--- src/rtl/hmmm_pkg.sv ---
// Shared constants and state encoding for the Hmmm ALU sequencer.
// Imported by the sequencer and its bench.
package hmmm_pkg;

  localparam int WIDTH = 16;
  localparam int RA_W  = 4;

  localparam logic [2:0] OP_ADD  = 3'd0;
  localparam logic [2:0] OP_SUB  = 3'd1;
  localparam logic [2:0] OP_MUL  = 3'd2;
  localparam logic [2:0] OP_DIV  = 3'd3;
  localparam logic [2:0] OP_MOD  = 3'd4;
  localparam logic [2:0] NUM_OPS = 3'd5;

  typedef enum logic [2:0] {
    S_IDLE,
    S_RD_Y,
    S_RD_Z,
    S_LATCH,
    S_EXEC,
    S_WB
  } state_e;

endpackage

--- src/rtl/hmmm_alu_sequencer.sv ---
// Operand fetch / ALU drive / writeback sequencer for the Hmmm ALU.
// One request every six cycles through a single sync read port.
module hmmm_alu_sequencer
  import hmmm_pkg::*;
(
  input  logic             clk,
  input  logic             rst_n,
  input  logic             req_valid,
  output logic             req_ready,
  input  logic [2:0]       req_op,
  input  logic [RA_W-1:0]  req_rx,
  input  logic [RA_W-1:0]  req_ry,
  input  logic [RA_W-1:0]  req_rz,
  output logic [RA_W-1:0]  rf_raddr,
  input  logic [WIDTH-1:0] rf_rdata,
  output logic             rf_we,
  output logic [RA_W-1:0]  rf_waddr,
  output logic [WIDTH-1:0] rf_wdata,
  output logic [WIDTH-1:0] tmp1,
  output logic [WIDTH-1:0] tmp2,
  output logic [2:0]       alu_op,
  output logic             alu_enable,
  input  logic [WIDTH-1:0] alu_result,
  input  logic             alu_zero,
  input  logic             alu_carry,
  output logic             flag_zero,
  output logic             flag_carry,
  output logic             done,
  output logic             err
);

  state_e state_q, state_d;

  logic [2:0]       op_q;
  logic [2:0]       aluop_q;
  logic [RA_W-1:0]  rx_q;
  logic [RA_W-1:0]  ry_q;
  logic [RA_W-1:0]  rz_q;
  logic [RA_W-1:0]  raddr_q;
  logic [WIDTH-1:0] tmp1_q;
  logic [WIDTH-1:0] tmp2_q;
  logic [WIDTH-1:0] res_q;
  logic             rzero_q;
  logic             rcarry_q;
  logic             err_q;
  logic             ill_q;
  logic             fz_q;
  logic             fc_q;

  logic bad_op;
  logic div0;
  logic fault;

  assign bad_op = (aluop_q >= NUM_OPS);
  assign div0   = ((aluop_q == OP_DIV) ||
                   (aluop_q == OP_MOD)) &&
                  (tmp2_q == '0);
  assign fault  = bad_op | div0;

  always_ff @(posedge clk or negedge rst_n) begin
    if (!rst_n) state_q <= S_IDLE;
    else        state_q <= state_d;
  end

  always_comb begin
    state_d = state_q;
    unique case (state_q)
      S_IDLE:  if (req_valid) state_d = S_RD_Y;
      S_RD_Y:  state_d = S_RD_Z;
      S_RD_Z:  state_d = S_LATCH;
      S_LATCH: state_d = S_EXEC;
      S_EXEC:  state_d = S_WB;
      S_WB:    state_d = S_IDLE;
      default: state_d = S_IDLE;
    endcase
  end

  always_comb begin
    req_ready  = 1'b0;
    alu_enable = 1'b0;
    rf_we      = 1'b0;
    done       = 1'b0;
    err        = 1'b0;
    unique case (state_q)
      S_IDLE: req_ready = 1'b1;
      S_EXEC: alu_enable = !fault;
      S_WB: begin
        rf_we = !ill_q && (rx_q != '0);
        done  = 1'b1;
        err   = err_q;
      end
      default: ;
    endcase
  end

  // Read data lags the address by one cycle, so each operand
  // is latched one state after its address was presented.
  always_ff @(posedge clk or negedge rst_n) begin
    if (!rst_n) begin
      op_q     <= '0;
      aluop_q  <= '0;
      rx_q     <= '0;
      ry_q     <= '0;
      rz_q     <= '0;
      raddr_q  <= '0;
      tmp1_q   <= '0;
      tmp2_q   <= '0;
      res_q    <= '0;
      rzero_q  <= 1'b0;
      rcarry_q <= 1'b0;
      err_q    <= 1'b0;
      ill_q    <= 1'b0;
      fz_q     <= 1'b0;
      fc_q     <= 1'b0;
    end else begin
      unique case (state_q)
        S_IDLE: if (req_valid) begin
          op_q    <= req_op;
          rx_q    <= req_rx;
          ry_q    <= req_ry;
          rz_q    <= req_rz;
          raddr_q <= req_ry;
        end
        S_RD_Y: raddr_q <= rz_q;
        S_RD_Z: tmp1_q <= (ry_q == '0) ? '0 : rf_rdata;
        S_LATCH: begin
          tmp2_q  <= (rz_q == '0) ? '0 : rf_rdata;
          aluop_q <= op_q;
        end
        S_EXEC: begin
          res_q    <= fault ? '0 : alu_result;
          rzero_q  <= fault | alu_zero;
          rcarry_q <= !fault & alu_carry;
          err_q    <= fault;
          ill_q    <= bad_op;
        end
        S_WB: if (!ill_q) begin
          fz_q <= rzero_q;
          fc_q <= rcarry_q;
        end
        default: ;
      endcase
    end
  end

  assign rf_raddr   = raddr_q;
  assign rf_waddr   = rx_q;
  assign rf_wdata   = res_q;
  assign tmp1       = tmp1_q;
  assign tmp2       = tmp2_q;
  assign alu_op     = aluop_q;
  assign flag_zero  = fz_q;
  assign flag_carry = fc_q;

endmodule

--- config.mk ---
export PLATFORM = sky130hd
export DESIGN_NAME = hmmm_alu_sequencer
export DESIGN_NICKNAME = d
export VERILOG_FILES = /design/src/rtl/hmmm_pkg.sv /design/src/rtl/hmmm_alu_sequencer.sv
export SDC_FILE = /design/constraint.sdc
export NUM_CORES = 1
export LEC_CHECK = 0
export CAP_MARGIN = 20
export CORE_MARGIN = 1
export CORE_UTILIZATION = 45
export CTS_BUF_LIST = sky130_fd_sc_hd__clkbuf_4
export DETAILED_ROUTE_END_ITERATION = 6
export GPL_TIMING_DRIVEN = 0
export PLACE_DENSITY_LB_ADDON = 0.12
export SLEW_MARGIN = 20
export SYNTH_ARGS = -nofsm -noshare
export SYNTH_HDL_FRONTEND = slang
export SYNTH_SLANG_ARGS = --single-unit
--- constraint.sdc ---
create_clock -name clk -period 1.6 [get_ports clk]
set_input_delay 0.32 -clock clk [delete_from_list [all_inputs] [get_ports clk]]
set_output_delay 0.32 -clock clk [all_outputs]
set_load 0.05 [all_outputs]
==> impl_metrics.yaml <==
run_status:
  run_status: "finished, violations left"
  violations: "DRC, setup timing"
global_routing:
  antenna_found_initial: 0
  grt_pass1_vias: 2562
  grt_overflow_total: 0
  grt_max_degree: 46
  grt_first_pass_wirelength_um: 12700
  grt_usage_pct: 23.3
timing:
  period_needed_ps: 2150
  report.final.slew_viol_count: 0
  setup_violations: 41
  rsz0062_at_grt: "true"
  whs_ps: 392
  skew_ps: 22.8
  min_period_over_period_pct: 134
  slew_headroom_pct: 63.6
  fmax_mhz: 465
  setup-tns-final_ps: -6650
  worst_slack_ps: -551
  tightestPinTransition_ps: 542
  hold_viol: 0
die:
  fp.dieW_um: 84.7
  die_area_um2: 7180
  io_pins: 118
  core_area_um2: 6490
  die_h_um: 84.7
  start_util_pct: 47.4
  num_rows: 29
route:
  routed_wirelength_um: 8100
  drtIter0Drc: 109
  routed-wl-met3_um: 423
  wl_met2_um: 4150
  via_per_inst: 5.35
  detail-route-antenna-nets: 0
  drc: 8
  wl_met1_um: 3460
  firstDrtPassIters: 7
  wl_per_cell_um: 17.4
  dr.max_layer_used: "met4"
  vias: 2499
cells_and_area:
  fin_nets: 437
  drive_above_1_share_pct: 47.9
  fin_util_pct: 77.9
  multi_input_area_um2: 1110
  seqCellArea_um2: 2000
  final.fill_count: 417
  final_common_cell: "dfrtp_1"
  n_antenna_cell: 0
  area_delta_synth_final_pct: 64.4
  layout_common_cells: "62 x dfrtp_1, 52 x clkdlybuf4s15_2, 50 x clkdlybuf4s50_1"
clocking:
  root_buffer: "clkbuf_4"
  cts_tree: "yes"
  clockBufferDepth: 2
  htreeDepth: 3
  clkSinkCount: 79
  cts_buffers: 9
  cts.clk_slew.worst_paths_ps: 130
  worstSkewPairLatency_ps: 420
logic_synthesis:
  synth_seq_area_share_pct: 64.2
  yosys.area.top_type_share_pct: 64.2
  ys_types: 31
  yosys_warnings: 0
  syn_nets: 272
  synth_cells: 220
  yosys.area.top_type: "dfrtp_1"
  avgSynthCellArea_um2: 14.0
  synth_area_leaders: "dfrtp_1 64%, a22o_1 14%, mux2_2 5.1%"
  synthesis.area_um2: 3080
  ys_ff_latch: 79
setup_path:
  critPathCaptureType: "primary output"
  crit_path_start_kind: "flip-flop"
  crit_chain: "nor4_2 > nand4_1 > o21ba_4 > buf_6 > buf_8"
  cp.required_ps: 1280
  arrival_ps: 1830
  critical_path_class: "flip-flop to primary output"
  cp_slowest_cell: "dfrtp_2"
  worstPathMaxFanout: 3
  slowest_delay_ps: 450
pwr:
  p_per_area_nw_per_um2: 2330
  seqPwrFrac_pct: 30.9
  vdd_drop_max_mv: 1.51
  power_frac_clock_pct: 10.0
  p_int_mw: 6.28
  power_mw: 11.8
  p_sw_mw: 5.53
  power_frac_comb_pct: 59.1
  power.share.switching_pct: 46.8
  leakage_nw: 2.27
run:
  drv_cap: 0
place:
  gp_congestion: 0.736
  hpwl_um: 5190
  portBuffers: 117
worst_hold_path:
  hold_class: "primary input to asynchronous set/reset pin"
## sequential cells by signal (all words and copies together), names as in the netlist
| register | cells |
|---|---|
| state_q | 3 |
| rzero_q | 1 |
| rz_q | 4 |
| flag_zero | 1 |
| err_q | 1 |
| op_q | 3 |
| tmp1 | 16 |
| rf_wdata | 16 |
| rcarry_q | 1 |
| rf_waddr | 4 |
| ill_q | 1 |
| rf_raddr | 4 |
| flag_carry | 1 |
| tmp2 | 16 |
| ry_q | 4 |
| alu_op | 3 |
## cell families after synthesis
logic type,count (synthesis),share of synthesized area (%)
and+or+nand+nor,55,10.5
DFF,79,64.2
muxes,16,6.10
buffers and inverters,14,3.70
AOI/OAI and AO/OA,56,15.5
## final timing paths
path                                      from                 endpoint  slack (ps)  depth (start not counted)
max                        tmp2[6]$_DFFE_PN0N_               alu_enable        -550                          5
min                                      rst_n  rf_wdata[6]$_DFFE_PN0P_         390                          2
max reg2reg                tmp2[6]$_DFFE_PN0N_     rcarry_q$_DFFE_PN0P_        -400                          9
min reg2reg                  err_q$_DFFE_PN0P_        err_q$_DFFE_PN0P_         500                          2
max in group asynchronous                rst_n    alu_op[1]$_DFFE_PN0N_         610                          3
min in group clk                      alu_zero      rzero_q$_DFFE_PN0P_         460                          3
## metal layers
metal	up-vias	track usage [%]
met3	8	4.82
met5	-	0
met2	81	39.3
met1	1253	30.5
li1	1157	-
met4	0	7.40
## through the flow
stage | setup WS [ps] | cells | area, µm²
5_1_grt | -632 | 467 | 5060
4_1_cts | -583 | 457 | 4900
3_5_place_dp | -809 | 415 | 4400
6_report | -551 | 467 | 5060
3_3_place_gp | -2820 | 414 | 4380
2_1_floorplan | -246 | 220 | 3110
## Yosys cell counts
library cell,number
buf_4,2
a21oi_1,2
nand3b_1,1
dfrtp_1,79
and2_1,2
nor3_1,1
mux2_2,14
buf_8,1
nand4_1,1
buf_2,4
a22o_1,49
or3b_1,2
nor2b_1,1
o41a_1,1
nand2_4,1
nor3b_2,1
and3b_1,2
mux2_4,2
a211oi_1,1
nor2_8,1
nand2_1,17
nand3_1,12
o21ai_0,2
buf_6,5
nor2_1,6
inv_1,1
nor3_4,1
nor4_2,1
o21ba_2,1
nor4_1,5
clkbuf_1,1
## cell type report
class	count	share of cell area [%]
Inverter	1	0.0742
Multi-Input combinational cell	127	21.9
Sequential cell	79	39.5
Clock buffer	10	1.48
Timing Repair Buffer	155	31.5
Tap cell	77	1.90
Clock inverter	6	1.21
Buffer	12	2.50
## worst max-delay path: cells and delay by family (launching register included)
kind                   cells  cell delay, ps
AOI/OAI and AO/OA          1             250
buffers and inverters      2             260
DFF                        1             450
and+or+nand+nor            2             470
## repair_timing
item,in CTS,in global routing
setup endpoints to repair,96,63
gates cloned,2,1
hold buffers,1,0
pin swaps,8,10
gates resized for setup,259,34
hold endpoints to repair,34,0
setup buffers,23,17
## power by group through the flow
stage | clock network (mW) | registers, mW | logic [mW]
6_report | 1.18 | 3.65 | 6.98
5_1_grt | 1.30 | 3.76 | 7.30
4_1_cts | 1.19 | 3.60 | 6.65
3_5_place_dp | 0 | 3.61 | 6.33
3_3_place_gp | 0 | 3.57 | 6.26
2_1_floorplan | 0 | 5.89 | 1.93
Power figures use the tool's default switching activity.
